File: src/rtl/jtframe_rom_narb_pkg.sv
// Shared constants and FSM encoding for the N-slot SDRAM ROM arbiter.
package jtframe_rom_narb_pkg;

    localparam int unsigned SDRAM_AW = 22;
    localparam int unsigned DW       = 32;

    typedef enum logic [1:0] {
        ST_IDLE,
        ST_REQ,
        ST_WAIT
    } state_t;

endpackage

File: src/rtl/jtframe_rom_ncache.sv
// One-word cache for a single ROM slot: valid/tag/data with hit compare and fill/flush.
module jtframe_rom_ncache
    import jtframe_rom_narb_pkg::*;
#(
    parameter int unsigned AW = 22
) (
    input  logic          clk,
    input  logic          rstn,
    input  logic          flush,
    input  logic          fill,
    input  logic [AW-1:0] fill_tag,
    input  logic [DW-1:0] fill_data,
    input  logic          cs,
    input  logic [AW-1:0] addr,
    output logic          hit_c,
    output logic          ok_c,
    output logic [DW-1:0] dout
);

    logic          valid;
    logic [AW-1:0] tag;

    // Flush wins over fill so ROM reloads and loop resets never keep stale data.
    always_ff @(posedge clk or negedge rstn) begin
        if (!rstn) begin
            valid <= 1'b0;
            tag   <= '0;
            dout  <= '0;
        end else if (flush) begin
            valid <= 1'b0;
        end else if (fill) begin
            valid <= 1'b1;
            tag   <= fill_tag;
            dout  <= fill_data;
        end
    end

    assign hit_c = valid && (tag == addr);
    assign ok_c  = cs && hit_c;

endmodule

File: src/rtl/jtframe_rom_narb.sv
// Parametrised N-slot ROM arbiter: per-slot word caches, misses serialised onto one SDRAM read port.
module jtframe_rom_narb
    import jtframe_rom_narb_pkg::*;
#(
    parameter int unsigned                    SLOTS    = 4,
    parameter int unsigned                    AW       = 22,
    parameter logic [SLOTS*SDRAM_AW-1:0]      OFFSETS  = '0,
    parameter bit                             RR       = 1'b1,
    parameter int unsigned                    VBL_SLOT = SLOTS
) (
    input  logic                  clk,
    input  logic                  rstn,
    input  logic                  vblank,
    input  logic                  downloading,
    input  logic                  loop_rst,
    input  logic [SLOTS-1:0]      slot_cs,
    input  logic [SLOTS*AW-1:0]   slot_addr,
    output logic [SLOTS-1:0]      slot_ok,
    output logic [SLOTS*DW-1:0]   slot_dout,
    output logic                  sdram_req,
    output logic [SDRAM_AW-1:0]   sdram_addr,
    input  logic                  sdram_ack,
    input  logic                  data_rdy,
    input  logic [DW-1:0]         data_read,
    output logic                  refresh_en
);

    localparam int unsigned GW      = $clog2(SLOTS);
    localparam bit          VBL_EN  = (VBL_SLOT < SLOTS);
    localparam int unsigned VBL_IDX = VBL_EN ? VBL_SLOT : 0;

    state_t                state, state_nx;
    logic [GW-1:0]         gnt, gnt_nx, rr_ptr, ptr_nx, win, sel;
    logic [AW-1:0]         lat_addr, lat_nx, win_addr;
    logic [SDRAM_AW-1:0]   win_off, saddr_nx;
    logic                  req_nx, win_vld, fill, flush, dl_q;
    logic [SLOTS-1:0]      hit, pending;
    logic [AW-1:0]         addr_arr [SLOTS];
    logic [SDRAM_AW-1:0]   off_arr  [SLOTS];
    int unsigned           idx;

    // A falling edge of downloading means the ROM image changed underneath the caches.
    assign flush = loop_rst || (dl_q && !downloading);

    for (genvar i = 0; i < SLOTS; i++) begin : g_slot
        assign addr_arr[i] = slot_addr[i*AW +: AW];
        assign off_arr[i]  = OFFSETS[i*SDRAM_AW +: SDRAM_AW];
        assign pending[i]  = slot_cs[i] && !hit[i];

        jtframe_rom_ncache #(.AW(AW)) u_cache (
            .clk       (clk),
            .rstn      (rstn),
            .flush     (flush),
            .fill      (fill && (gnt == GW'(i))),
            .fill_tag  (lat_addr),
            .fill_data (data_read),
            .cs        (slot_cs[i]),
            .addr      (addr_arr[i]),
            .hit_c     (hit[i]),
            .ok_c      (slot_ok[i]),
            .dout      (slot_dout[i*DW +: DW])
        );
    end

    // Winner select: vblank boost, else round-robin from rr_ptr or lowest index.
    always_comb begin
        win_vld  = 1'b0;
        win      = '0;
        win_addr = '0;
        win_off  = '0;
        sel      = '0;
        idx      = 0;
        if (VBL_EN && vblank && pending[VBL_IDX]) begin
            win_vld  = 1'b1;
            win      = GW'(VBL_IDX);
            win_addr = addr_arr[VBL_IDX];
            win_off  = off_arr[VBL_IDX];
        end else begin
            for (int unsigned k = 0; k < SLOTS; k++) begin
                idx = RR ? ((32'(rr_ptr) + k) % SLOTS) : k;
                sel = GW'(idx);
                if (!win_vld && pending[sel]) begin
                    win_vld  = 1'b1;
                    win      = sel;
                    win_addr = addr_arr[sel];
                    win_off  = off_arr[sel];
                end
            end
        end
    end

    // Next-state and request generation.
    always_comb begin
        state_nx = state;
        gnt_nx   = gnt;
        lat_nx   = lat_addr;
        ptr_nx   = rr_ptr;
        req_nx   = sdram_req;
        saddr_nx = sdram_addr;
        fill     = 1'b0;
        if (loop_rst) begin
            state_nx = ST_IDLE;
            req_nx   = 1'b0;
        end else begin
            case (state)
                ST_IDLE: begin
                    if (win_vld && !downloading) begin
                        gnt_nx   = win;
                        lat_nx   = win_addr;
                        saddr_nx = win_off + SDRAM_AW'(win_addr);
                        req_nx   = 1'b1;
                        ptr_nx   = (win == GW'(SLOTS-1)) ? '0 : win + GW'(1);
                        state_nx = ST_REQ;
                    end
                end
                ST_REQ: begin
                    if (sdram_ack) begin
                        req_nx   = 1'b0;
                        state_nx = ST_WAIT;
                    end
                end
                ST_WAIT: begin
                    if (data_rdy) begin
                        fill     = 1'b1;
                        state_nx = ST_IDLE;
                    end
                end
                default: state_nx = ST_IDLE;
            endcase
        end
    end

    always_ff @(posedge clk or negedge rstn) begin
        if (!rstn) begin
            state      <= ST_IDLE;
            gnt        <= '0;
            lat_addr   <= '0;
            rr_ptr     <= '0;
            sdram_req  <= 1'b0;
            sdram_addr <= '0;
            dl_q       <= 1'b0;
        end else begin
            state      <= state_nx;
            gnt        <= gnt_nx;
            lat_addr   <= lat_nx;
            rr_ptr     <= ptr_nx;
            sdram_req  <= req_nx;
            sdram_addr <= saddr_nx;
            dl_q       <= downloading;
        end
    end

    assign refresh_en = (state == ST_IDLE) && !(|pending);

endmodule

File: config.mk
export PLATFORM = sky130hd
export DESIGN_NAME = jtframe_rom_narb
export DESIGN_NICKNAME = d
export VERILOG_FILES = /design/src/rtl/jtframe_rom_narb_pkg.sv /design/src/rtl/jtframe_rom_ncache.sv /design/src/rtl/jtframe_rom_narb.sv
export SDC_FILE = /design/constraint.sdc
export NUM_CORES = 1
export LEC_CHECK = 0
export CAP_MARGIN = 20
export CELL_PAD_IN_SITES_DETAIL_PLACEMENT = 1
export CELL_PAD_IN_SITES_GLOBAL_PLACEMENT = 1
export CORE_MARGIN = 1
export CORE_UTILIZATION = 44
export CTS_CLUSTER_DIAMETER = 80
export DETAILED_ROUTE_END_ITERATION = 10
export PLACE_DENSITY_LB_ADDON = 0.1
export SYNTH_ARGS = -nofsm -noshare
export SYNTH_HDL_FRONTEND = slang
export SYNTH_SLANG_ARGS = --single-unit
File: constraint.sdc
create_clock -name clk -period 8.1 [get_ports clk]
set_clock_uncertainty 0.05 [all_clocks]
set_input_delay 0.81 -clock clk [delete_from_list [all_inputs] [get_ports clk]]
set_output_delay 0.81 -clock clk [all_outputs]
set_load 0.005 [all_outputs]
# Word level (Yosys, flattened, before mapping)
# Index checks and enable logic that the tools add are counted.
# totals
reg_bits	272
input_bits	131
# op_classes
order_cmp	8
bitwise	6
n_reduce_logical	47
eq_ne	13
addsub	5
mux	69
# op_table
cell	count
2-to-1 mux 22 bit	24
binary-select mux 22 bit (select 2 bit)	8
equality test 22 bit	4
adder 22 bit	1
logical AND 1 bit	22
2-to-1 mux 1 bit	22
2-to-1 mux 2 bit	9
greater-or-equal comparator 3 bit (second input constant)	4
less-than comparator 2 x 3 -> 1 bit (second input constant)	4
NOT 2 -> 3 bit	4
logical NOT 1 bit	9
!= test 3 bit (second input constant)	3
AND reduction 3 bit	3
binary-select mux 1 bit (select 2 bit)	4
equality test 2 bit (second input constant)	4
AND reduction 2 bit	4
nonzero test 2 bit	4
case mux 2 bit (3 select lines)	1
adder 2 x 1 -> 2 bit (second input constant)	2
adder 2 bit (second input constant)	2
equality test 2 x 1 -> 1 bit (second input constant)	2
logical NOT 2 bit	2
OR reduction 4 bit	1
nonzero test 3 bit	1
other kinds (3)	4

# Logic depth before layout (Yosys ltp)
# Gate-level depths: netlist of the first run.
# logic_depth
depth_word	20
depth_mapped	11

# Cells and area by module
# From an unflattened synthesis of the first run, not the netlist that was laid out.
# hier_totals
cells_unflattened	1189
area_unflattened_um2	14490.1
# by_module_without_submodules
module	n_inst	seq_area_each_um2	area_each_um2	cells_each
jtframe_rom_ncache	4	1376.3	2566.2	150
jtframe_rom_narb	1	750.7	4225.3	589

# Worst setup path after synthesis of the first run
# Ideal clock, no wire load.
# synth_timing
kind	input to register
from	input port slot_addr[56]
to	register sdram_addr[10]
path_slack_ns	4.861
arrival_time_ns	3.048
path_stages	10
n_path_buf	1
setup_ns	0.141
cell_sequence	xor2_1 -> nor4_1 -> or4b_4 -> o21ai_2 -> o32ai_1 -> a222oi_1 -> buf_4 -> a211oi_1 -> a311oi_1 -> a31oi_1
# synth_via
elab_chain_len	18
word_cells_on_any_way	33
# synth_rtl
element	line_no	rtl
start, declared	jtframe_rom_narb.sv:17	input logic [SLOTS*AW-1:0] slot_addr,
equality test 22 bit (*)	jtframe_rom_ncache.sv:38	assign hit_c = valid && (tag == addr);
logical AND 1 bit (*)	jtframe_rom_ncache.sv:38	
logical NOT 1 bit (*)	jtframe_rom_narb.sv:48	assign pending[i] = slot_cs[i] && !hit[i];
logical AND 1 bit (*)	jtframe_rom_narb.sv:48	
parallel branches: the longest is 14 deep, another holds 2-to-1 mux 22 bit	-	
end signal, assigned	jtframe_rom_narb.sv:148	sdram_addr <= saddr_nx;
end, declared	jtframe_rom_narb.sv:21	output logic [SDRAM_AW-1:0] sdram_addr,
# Mark *: on every way between the ends. The select of a mux whose other input is x is not followed.
# A chain may end at the register's enable or synchronous reset.

# Worst setup path in the final report of the first run
# layout_timing
from	input port slot_addr[10]
to	output port refresh_en
# layout_via
elab_chain_len	7
# layout_rtl
element	line_no	rtl
equality test 22 bit	jtframe_rom_ncache.sv:38	
logical AND 1 bit	jtframe_rom_ncache.sv:38	
logical NOT 1 bit	jtframe_rom_narb.sv:48	
logical AND 1 bit	jtframe_rom_narb.sv:48	
OR reduction 4 bit	jtframe_rom_narb.sv:153	assign refresh_en = (state == ST_IDLE) && !(|pending);
logical NOT 1 bit	jtframe_rom_narb.sv:153	
logical AND 1 bit	jtframe_rom_narb.sv:153	
end, declared	jtframe_rom_narb.sv:25	output logic refresh_en
# Every way passes these cells.

==> metrics.md, run 1 <==
| Metric | Value |
|---|---|
| Slew margin rel. | 21.0% |
| Minimum clock period | 5020 ps |
| Worst path arrival time | 4160 ps |
| Setup bufs post-CTS | 0 |
| Most Frequent Cell on Critical Path | clkdlybuf4s50_1 |
| Hold Buf Count CTS | 0 |
| Final hold vios | 0 |
| Root Buffer | clkbuf_16 |
| # rows | 63 |
| CTS HTree Levels | 1 |
| DR DRC count | 0 |
| Critical Path Source Type | primary input |
| WL per Instance | 24.6 um |
| Chip height | 175 um |
| CP top delay family | simple AND/OR/NAND/NOR gates |
| Syn Nets | 1,259 |
| Worst slew pin tran | 1180 ps |
| Crit path buf inv count | 2 |
| Top-count cell post-synth | mux2_2 |
| Post-DRT Antenna Nets | 0 |
| Tcrit/Tclk final | 61.9% |
| Leakage | 7.69 nW |
| DRT iter0 DRCs | 761 |
| Routability cong. | 0.865 |
| Top_reg_cell synth | dfrtp_1 |
| Synthesized cell area | 13,200 sq um |
| Fill cells | 3,079 |
| Layout cells sized above 1 | 25.0% |
| Largest net degree at the start of global routing | 139 |
| Clock buffer depth | 3 |
| Seq cells post-synth | 250 |
| Hpwl dp | 29.5 mm |
| Starting Density | 44.7% |
| Final Routed Wirelength | 44.1 mm |
| Largest cells by area after synthesis | dfrtp_1 47%, mux2_2 23%, xnor2_1 4.3% |
| Peak fanout along the critical path | 15 |
| Avg Cell Area, Syn | 11.7 sq um |
| Post-placement cell area | 16,400 sq um |
| Fin area | 17,400 sq um |
| Outcome | finished clean |
| Number of global-route vias before repair | 11.4k |
| Yosys warnings | 0 |
| Slowest CP cell | or4_1 |
| First-pass GRT wire length | 68.2 mm |
| Area growth, synth to finish | 31.5% |
| Sequential area share after synthesis | 47.4% |
| Synth cell count leaders | 273 x mux2_2, 250 x dfrtp_1, 70 x nor2_1 |
| Setup_tns | 0 ps |
| WHS | 205 ps |
| Worst ir drop on vdd | 0.000242 V |
| Area share of the largest cell type after synthesis | 47.4% |
| Clk sinks | 250 |
| Die width | 175 um |
| Crit end category | primary output |
| CTS clk-pin slew, worst paths | 60 ps |
| Core region area | 29,600 sq um |
| RSZ-0062 raised after global routing | no |
| Fmax achieved | 199 MHz |
| Port buffer count | 285 |
| Die area | 30,700 sq um |
| CP Data Required Time | 7240 ps |
| Max Cap Violations | 0 |
| Initial antenna violation count | 5 |
| Power Density | 255 nW/um^2 |
| Avg Vias per Cell | 5.81 |
| Crit path kind | in -> out |
| Worst min path class | in -> async |
| # IOs | 287 |
| Post-synthesis instance total | 1,128 |
| Number of synthesized flops with an enable pin | 0 |
| Total GRT Usage | 28.9% |
| Max Slew Vio Count | 0 |
| GRT overflow | 0 |
| Drt first pass iters | 5 |
| Post-synth ARST share | 100% |
| Via count | 10.4k |
| Synth unique cells | 55 |
| # nets final | 1,511 |
| CTS tree | done |
| Clock buffer count from CTS | 28 |
| Clock Latency Late Sink | 540 ps |
| CP Cell Sequence | clkdlybuf4s50_1, xnor2_1, nand4_1, or4_1, o21ai_2, nand2_1, nor4_1, clkdlybuf4s50_1 |
| Final setup viols | 0 |
| Post-CTS Resized | 0 |
| Post-synth top area cell | dfrtp_1 |
| Slowest cell delay on critical path | 650 ps |
through the flow:
step           cells  setup slack [ps]  util, %  power, mW
2_1_floorplan   1128              4860        -       2.51
6_report        1794              3080     58.8       4.44
3_5_place_dp    1738              2870     55.5       3.17
3_3_place_gp    1738              2930     55.5       3.11
5_1_grt         1794              2990     58.8       4.66
4_1_cts         1790              3120     58.6       4.46
worst paths after layout:
| kind | from | to | slack [ps] | depth (start not counted) |
|---|---|---|---|---|
| max in group asynchronous | rstn | g_slot[3].u_cache.dout[6] | 6500 | 2 |
| min in group clk | g_slot[1].u_cache.dout[18] | g_slot[1].u_cache.dout[18] | 450 | 1 |
| min reg2reg | g_slot[1].u_cache.dout[18] | g_slot[1].u_cache.dout[18] | 450 | 1 |
| max | slot_addr[10] | refresh_en | 3080 | 8 |
| max reg2reg | g_slot[0].u_cache.tag[10] | sdram_addr[11] | 3660 | 9 |
| min | rstn | g_slot[1].u_cache.tag[10] | 210 | 1 |
cell type report:
| class | count | area, sq um | share of cell area, % |
|---|---|---|---|
| multi-input combinational | 791 | 6650 | 38.3 |
| sequential | 250 | 6260 | 36.1 |
| timing repair buffer | 300 | 3020 | 17.4 |
| clock buffer | 45 | 846 | 4.87 |
| tap | 390 | 488 | 2.81 |
| clock inverter | 7 | 67.6 | 0.389 |
| inverter | 9 | 33.8 | 0.194 |
| antenna | 2 | 5.00 | 0.0288 |
report_power, final:
part | total (mW) | leakage [nW] | internal [mW] | switching (mW)
clock | 1.27 | 0.439 | 0.744 | 0.525
combinational | 1.48 | 3.86 | 0.753 | 0.731
sequential | 1.69 | 3.39 | 1.42 | 0.268
registers in the layout (all words and copies together), names as in the netlist, named ones only:
signal and cells:
g_slot.u_cache.dout 128, g_slot.u_cache.tag 88, sdram_addr 22, g_slot.u_cache.valid 4, gnt 2, state 2, dl_q 1, rr_ptr 1
sdram_req 1
cell usage in the layout, fill, tap and decap left out, types with 15 or more instances in the layout:
cell type,count
xnor2_1,65
clkdlybuf4s50_1,284
o21ai_0,15
xor2_1,25
nor2b_1,21
mux2_2,273
nand4_1,21
a31oi_1,21
nand2_1,32
a21oi_1,37
nor2_1,69
clkbuf_16,29
mux2i_1,46
dfrtp_1,248
a211oi_1,22
cells by family after synthesis:
family / count (synthesis) / share of synthesized area [%]
simple gates: 198 / 7.29
buf+inv: 87 / 2.71
flops: 250 / 47.4
xor+xnor: 90 / 5.97
mux: 320 / 26.9
compound gates: 183 / 9.74
per-layer routing:
metal  vias up  global-route usage, %  part of all wire, %
met5         -                      0                0.059
met4         4                   9.20                  2.8
met3        73                   8.61                  8.2
met2       371                   48.6                   49
met1      5327                   35.6                   40
li1       4648                      -                    -
Note: power is estimated with default switching activity, not from simulation.
==> run 2, diff against run 1 <==
--- a/config.mk
+++ b/config.mk
@@ -9,7 +9,7 @@
 export CELL_PAD_IN_SITES_DETAIL_PLACEMENT = 1
 export CELL_PAD_IN_SITES_GLOBAL_PLACEMENT = 1
 export CORE_MARGIN = 1
-export CORE_UTILIZATION = 44
+export CORE_UTILIZATION = 41
 export CTS_CLUSTER_DIAMETER = 80
 export DETAILED_ROUTE_END_ITERATION = 10
 export PLACE_DENSITY_LB_ADDON = 0.1
==> constraint.sdc (replaced) <==
create_clock -name clk -period 4.8 [get_ports clk]
set_clock_uncertainty 0.05 [all_clocks]
set_input_delay 0.48 -clock clk [delete_from_list [all_inputs] [get_ports clk]]
set_output_delay 0.48 -clock clk [all_outputs]
set_load 0.005 [all_outputs]
==> metrics.md, run 2 (synthesis results as in run 1) <==
| Metric | Value |
|---|---|
| Highest-count cells in the layout ignoring fill and taps | 284 x clkdlybuf4s50_1, 273 x mux2_2, 248 x dfrtp_1, 69 x nor2_1, 65 x xnor2_1 |
| Post-CTS Resized | 0 (unchanged) |
| CP Cell Sequence | clkdlybuf4s50_1, xnor2_1, nand4_1, or4_1, o21ai_2, nand2_1, nor4_1, clkdlybuf4s50_1 |
| GRT overflow | 0 (unchanged) |
| Total GRT Usage | 26.6% (-2.3 points) |
| Fmax achieved | 243 MHz |
| WL per Instance | 24.1 um (-1.7%) |
| Final core utilization | 55.6% (-3.1 points) |
| Outcome | finished with violations |
| Power Density | 435 nW/um^2 (+70%) |
| Via count | 10.4k (+0.077%) |
| Initial antenna violation count | 0 (-5) |
| Pre-CTS setup slack | 594 ps (-2280 ps) |
| Starting Density | 41.8% (-2.9 points) |
| Slowest CP cell | or4_1 |
| Slew margin rel. | 28.9% (+7.9 points) |
| Fill cells | 3,267 (+6.1%) |
| Crit end category | primary output |
| Setup_tns | 0 ps (unchanged) |
| Clock buffer count from CTS | 30 (+7.1%) |
| Final Routed Wirelength | 44.0 mm (about the same) |
| CTS tree | done |
| Peak fanout along the critical path | 9 (-6) |
| Die width | 181 um (+3.6%) |
| Hpwl dp | 30.1 mm (+2.0%) |
| FF/Latch Area | 6260 sq um (unchanged) |
| Layout cells sized above 1 | 26.3% (+1.3 points) |
| WHS | -117 ps (-322 ps) |
| Number of global-route vias before repair | 11.3k (-1.0%) |
| Hold Buf Count CTS | 0 (unchanged) |
| Post-DRT Antenna Nets | 0 (unchanged) |
| Biggest register | g_slot.u_cache.dout |
| Clock buffer depth | 3 (unchanged) |
| Clk sinks | 250 (unchanged) |
| Final hold vios | 40 (+40) |
| Worst path arrival time | 3580 ps (-580 ps) |
| Final std cells w/o fill | 1,825 (+1.7%) |
| Violated checks | hold timing |
| Worst ir drop on vdd | 0.000320 V (+32%) |
| Antenna Diode Count | 0 (-2) |
| Setup bufs post-CTS | 0 (unchanged) |
| Minimum clock period | 4110 ps |
| Max Cap Violations | 0 (unchanged) |
| Largest net degree at the start of global routing | 119 (-14%) |
| Core region area | 31,600 sq um (+7.0%) |
| Multi-input gate area | 6640 sq um (about the same) |
| Slowest cell delay on critical path | 630 ps (-20 ps) |
| First-pass GRT wire length | 67.5 mm (-1.1%) |
| Final worst slack | 691 ps (-2390 ps) |
| Avg Vias per Cell | 5.72 (-1.6%) |
| Area growth, synth to finish | 33.2% |
| Chip height | 181 um (+3.6%) |
| Worst min path class | in -> async |
| Port buffer count | 285 (unchanged) |
| Clock Latency Late Sink | 580 ps (+40 ps) |
| # rows | 65 (+3.2%) |
| Max Slew Vio Count | 0 (unchanged) |
| Crit path kind | in -> out |
| # nets final | 1,530 (+1.3%) |
| RSZ-0062 raised after global routing | no |
| Routability cong. | 0.873 (+0.94%) |
| Root Buffer | clkbuf_16 |
| Critical Path Source Type | primary input |
| # IOs | 287 (unchanged) |
| CP Data Required Time | 4270 ps (-2970 ps) |
| Commonest non-fill, non-tap cell in the layout | clkdlybuf4s50_1 |
| CTS HTree Levels | 1 (unchanged) |
| Final setup viols | 0 (unchanged) |
| Biggest regs | g_slot.u_cache.dout (128), g_slot.u_cache.tag (88), sdram_addr (22) |
| Tcrit/Tclk final | 85.6% |
| DR DRC count | 0 (unchanged) |
| Leakage | 7.83 nW (+1.8%) |
| CTS clk-pin slew, worst paths | 60 ps (about the same) |
| DRT iter0 DRCs | 638 (-16%) |
| Die area | 32,900 sq um (+7.2%) |
| Drt first pass iters | 5 (unchanged) |
| Most Frequent Cell on Critical Path | clkdlybuf4s50_1 |
| Largest register FFs | 128 (unchanged) |
| DP Cell Count | 1,769 (+1.8%) |
| Worst slew pin tran | 1070 ps (-115 ps) |
-- run 2: critical path: cells and delay by family --
kind / cells / cell delay, ps
and+or+nand+nor: 4 / 1350
buffers and inverters: 2 / 1040
AOI/OAI and AO/OA: 1 / 390
xor gates and xnor gates: 1 / 320
-- run 2: worst paths after layout --
kind                                        endpoint  cells after the start                 startpoint  slack [ps]
setup / recovery                          refresh_en                      8              slot_addr[33]         690
hold / removal             g_slot[1].u_cache.tag[11]                      1                       rstn        -120
hold reg to reg              g_slot[3].u_cache.valid                      2    g_slot[3].u_cache.valid         430
min in group clk                                dl_q                      1                downloading         400
max in group asynchronous  g_slot[0].u_cache.dout[1]                      2                       rstn        3490
setup reg to reg                      sdram_addr[10]                     11  g_slot[2].u_cache.tag[16]        1150
-- run 2: per-stage QoR --
| stage | power, mW | instance area [sq um] |
|---|---|---|
| 2_1_floorplan | 4.23 | 13200 |
| 3_3_place_gp | 5.30 | 16600 |
| 3_5_place_dp | 5.38 | 16600 |
| 4_1_cts | 7.72 | 17600 |
| 5_1_grt | 8.04 | 17600 |
| 6_report | 7.66 | 17600 |
-- run 2: final cells by class --
cell class	instances	share of cell area, %
Clock buffer	46	5.01
Clock inverter	10	0.711
Inverter	9	0.192
Multi-Input combinational cell	791	37.8
Sequential cell	250	35.6
Tap cell	402	2.86
Timing Repair Buffer	317	17.9
-- run 2: power by group --
part	total, mW	switching, mW	leakage [nW]	internal [mW]
clock	2.30	0.930	0.498	1.37
sequential	2.86	0.469	3.39	2.39
combinational	2.50	1.21	3.94	1.30
total	7.66	2.61	7.83	5.06
-- run 2: metal layers --
layer | wire length [um] | up-vias | GRT usage, %
met1 | 18200 | 5341 | 33.2
met3 | 3280 | 74 | 7.16
met4 | 1290 | 0 | 8.58
li1 | - | 4679 | -
met5 | 0 | - | 0
met2 | 21300 | 337 | 44.8
==> RTL edit: new RTL, flow settings as in run 2 <==
Set the parameter `RR` to 1'b0 (it was 1'b1).
--- a/src/rtl/jtframe_rom_narb.sv
+++ b/src/rtl/jtframe_rom_narb.sv
@@ -5,7 +5,7 @@
     parameter int unsigned                    SLOTS    = 4,
     parameter int unsigned                    AW       = 22,
     parameter logic [SLOTS*SDRAM_AW-1:0]      OFFSETS  = '0,
-    parameter bit                             RR       = 1'b1,
+    parameter bit                             RR       = 1'b0,
     parameter int unsigned                    VBL_SLOT = SLOTS
 ) (
     input  logic                  clk,
Behaviour: not the same (Yosys sat finds a counterexample within 4 cycles, from zero or initial values and one cycle with rstn low).
==> RTL edit against run 2 <==
The run still ends with hold timing left. Highest routed layer is now met5. Global-route usage is 0.67 points lower. Wire length is 19% lower. Area after synthesis is 16% lower. Design area is 12% lower. Worst setup slack better by 0.034 ns. Sequential cell count is 2 lower.
Power is not compared: it rests on default switching activity, and its combinational part moved more than twofold at a synthesized area within 25%.
==> RTL edit: results (changes against run 2) <==
metric,value,unit,change
grt_pass1_vias,8950,,-21%
syn_nets,959,,-24%
yosysWarnings,0,,unchanged
cts_resized,0,,unchanged
insertion_delay,0.57,ns,
violations,hold timing,,
clockBufferDepth,3,,unchanged
drt_pre_antenna_iters,4,,-1
wl_met1,14000,microns,-23%
path_delay_family,simple AND/OR/NAND/NOR gates,,
hold_ws,-0.0501,ns,+0.0671 ns
grt_pass1_wl,55000,microns,-19%
yosysSeqAreaShare,55.7,%,+8.3 points
outcome,"finished, violations left",,
nets,1248,,-18%
wl_met2,17500,microns,-18%
synth_mux_area_share,24.9,%,-2.0 points
track_usage,26.0,%,-0.67 points
ctsHtreeMaxLevel,1,,unchanged
path_clk_slew,0.06,ns,about the same
synth.distinct_cells,40,,-27%
dp_hpwl,24600,microns,-18%
drtIter0Drc,394,,-38%
vias,7969,,-24%
synth_common_cells,"248 x dfrtp_1, 216 x mux2_2, 75 x xnor2_1, 37 x clkbuf_1",,
ys.flop_type,dfrtp_1,,
critical_path.startpoint,slot_addr[86],,
p_leak,7.11,nW,
cts_root_buffer,clkbuf_16,,
highest_layer,met5,,
ir_worst_vdd,0.299,mV,
synth_compound_area_share,4.94,%,-4.8 points
synth_area_leaders,"dfrtp_1 56%, mux2_2 22%, xnor2_1 5.9%, mux2_4 2.7%, a311oi_1 1.7%",,
cts_buffers,29,,-3.3%
antenna_found_initial,2,,+2
cts_setup_buffers,0,,unchanged
wl,35600,microns,-19%
slew_headroom,35.3,%,+6.4 points
finalHoldViolCount,33,,-18%
portBuffers,285,,unchanged
top_regs,"g_slot.u_cache.dout x128, g_slot.u_cache.tag x88, lat_addr x22",,
wl_met3,2820,microns,-14%
drive_above_1_share,28.1,%,+1.8 points
async_flop_share,100,%,unchanged
hp-class,in -> async,,
gp_congestion,0.862,,-1.3%
synth_fa_ha_area_share,0,%,unchanged
grt_max_degree,119,,unchanged
crit_path_top_delay_cell,clkdlybuf4s50_1,,
critPathMaxFanout,3,,-6
cp_slowest_stage_delay,0.59,ns,-0.04 ns
cp.arrival,3.55,ns,-0.03 ns
yosys.area_share.xor_xnor,6.92,%,+0.95 points
worstReg2RegStart,g_slot[3].u_cache.tag[20],,
## RTL edit: cell count changes after synthesis, sizes merged, moves of 19 or more
cell,delta
o21ai,-24
nor2b,-20
nor2,-43
mux2,-33
clkbuf,-19
a211oi,-21
a31oi,-20
mux2i,-46
## RTL edit: per-layer routing
layer	GRT usage [%]	up-vias
li1	-	3541
met1	30.8	4084
met2	44.7	272
met3	7.39	70
met4	9.42	2
met5	0	-
## RTL edit: metrics by stage
step / std cells / power (mW) / util (%) / instance area [sq um] / worst slack (ns)
floorplan: 828 / 2.69 / - / 11100 / 2.27
global placement: 1421 / 3.21 / 54.7 / 14400 / 0.799
detailed placement: 1421 / 3.23 / 54.7 / 14400 / 0.801
CTS: 1475 / 5.64 / 58.7 / 15500 / 0.788
global route: 1475 / 5.79 / 58.7 / 15500 / 0.578
finish: 1476 / 5.59 / 58.7 / 15500 / 0.725
## RTL edit: path summary, 6_finish.rpt
path | cells past startpoint | endpoint | slack, ns
min | 1 | g_slot[3].u_cache.tag[8] | -0.05
min reg2reg | 1 | g_slot[0].u_cache.valid | 0.44
max in group asynchronous | 2 | g_slot[2].u_cache.dout[7] | 3.59
max | 9 | refresh_en | 0.72
min in group clk | 1 | dl_q | 0.39
max reg2reg | 8 | lat_addr[2] | 1.48
## RTL edit: power breakdown
part / leakage [nW] / internal [mW] / switching (mW)
clock network: 0.518 / 1.48 / 0.920
logic: 3.20 / 0.477 / 0.324
registers: 3.39 / 2.24 / 0.149
## RTL edit: final cells by class
type | instances | area [sq um]
fillers | 2571 | 10900
flip-flops and latches | 248 | 6210
clock inverters | 13 | 188
repair buffers | 304 | 3030
diodes | 1 | 2.50
clock buffers | 41 | 871
well taps | 335 | 419
inverters | 26 | 97.6
multi-input cells | 508 | 4650
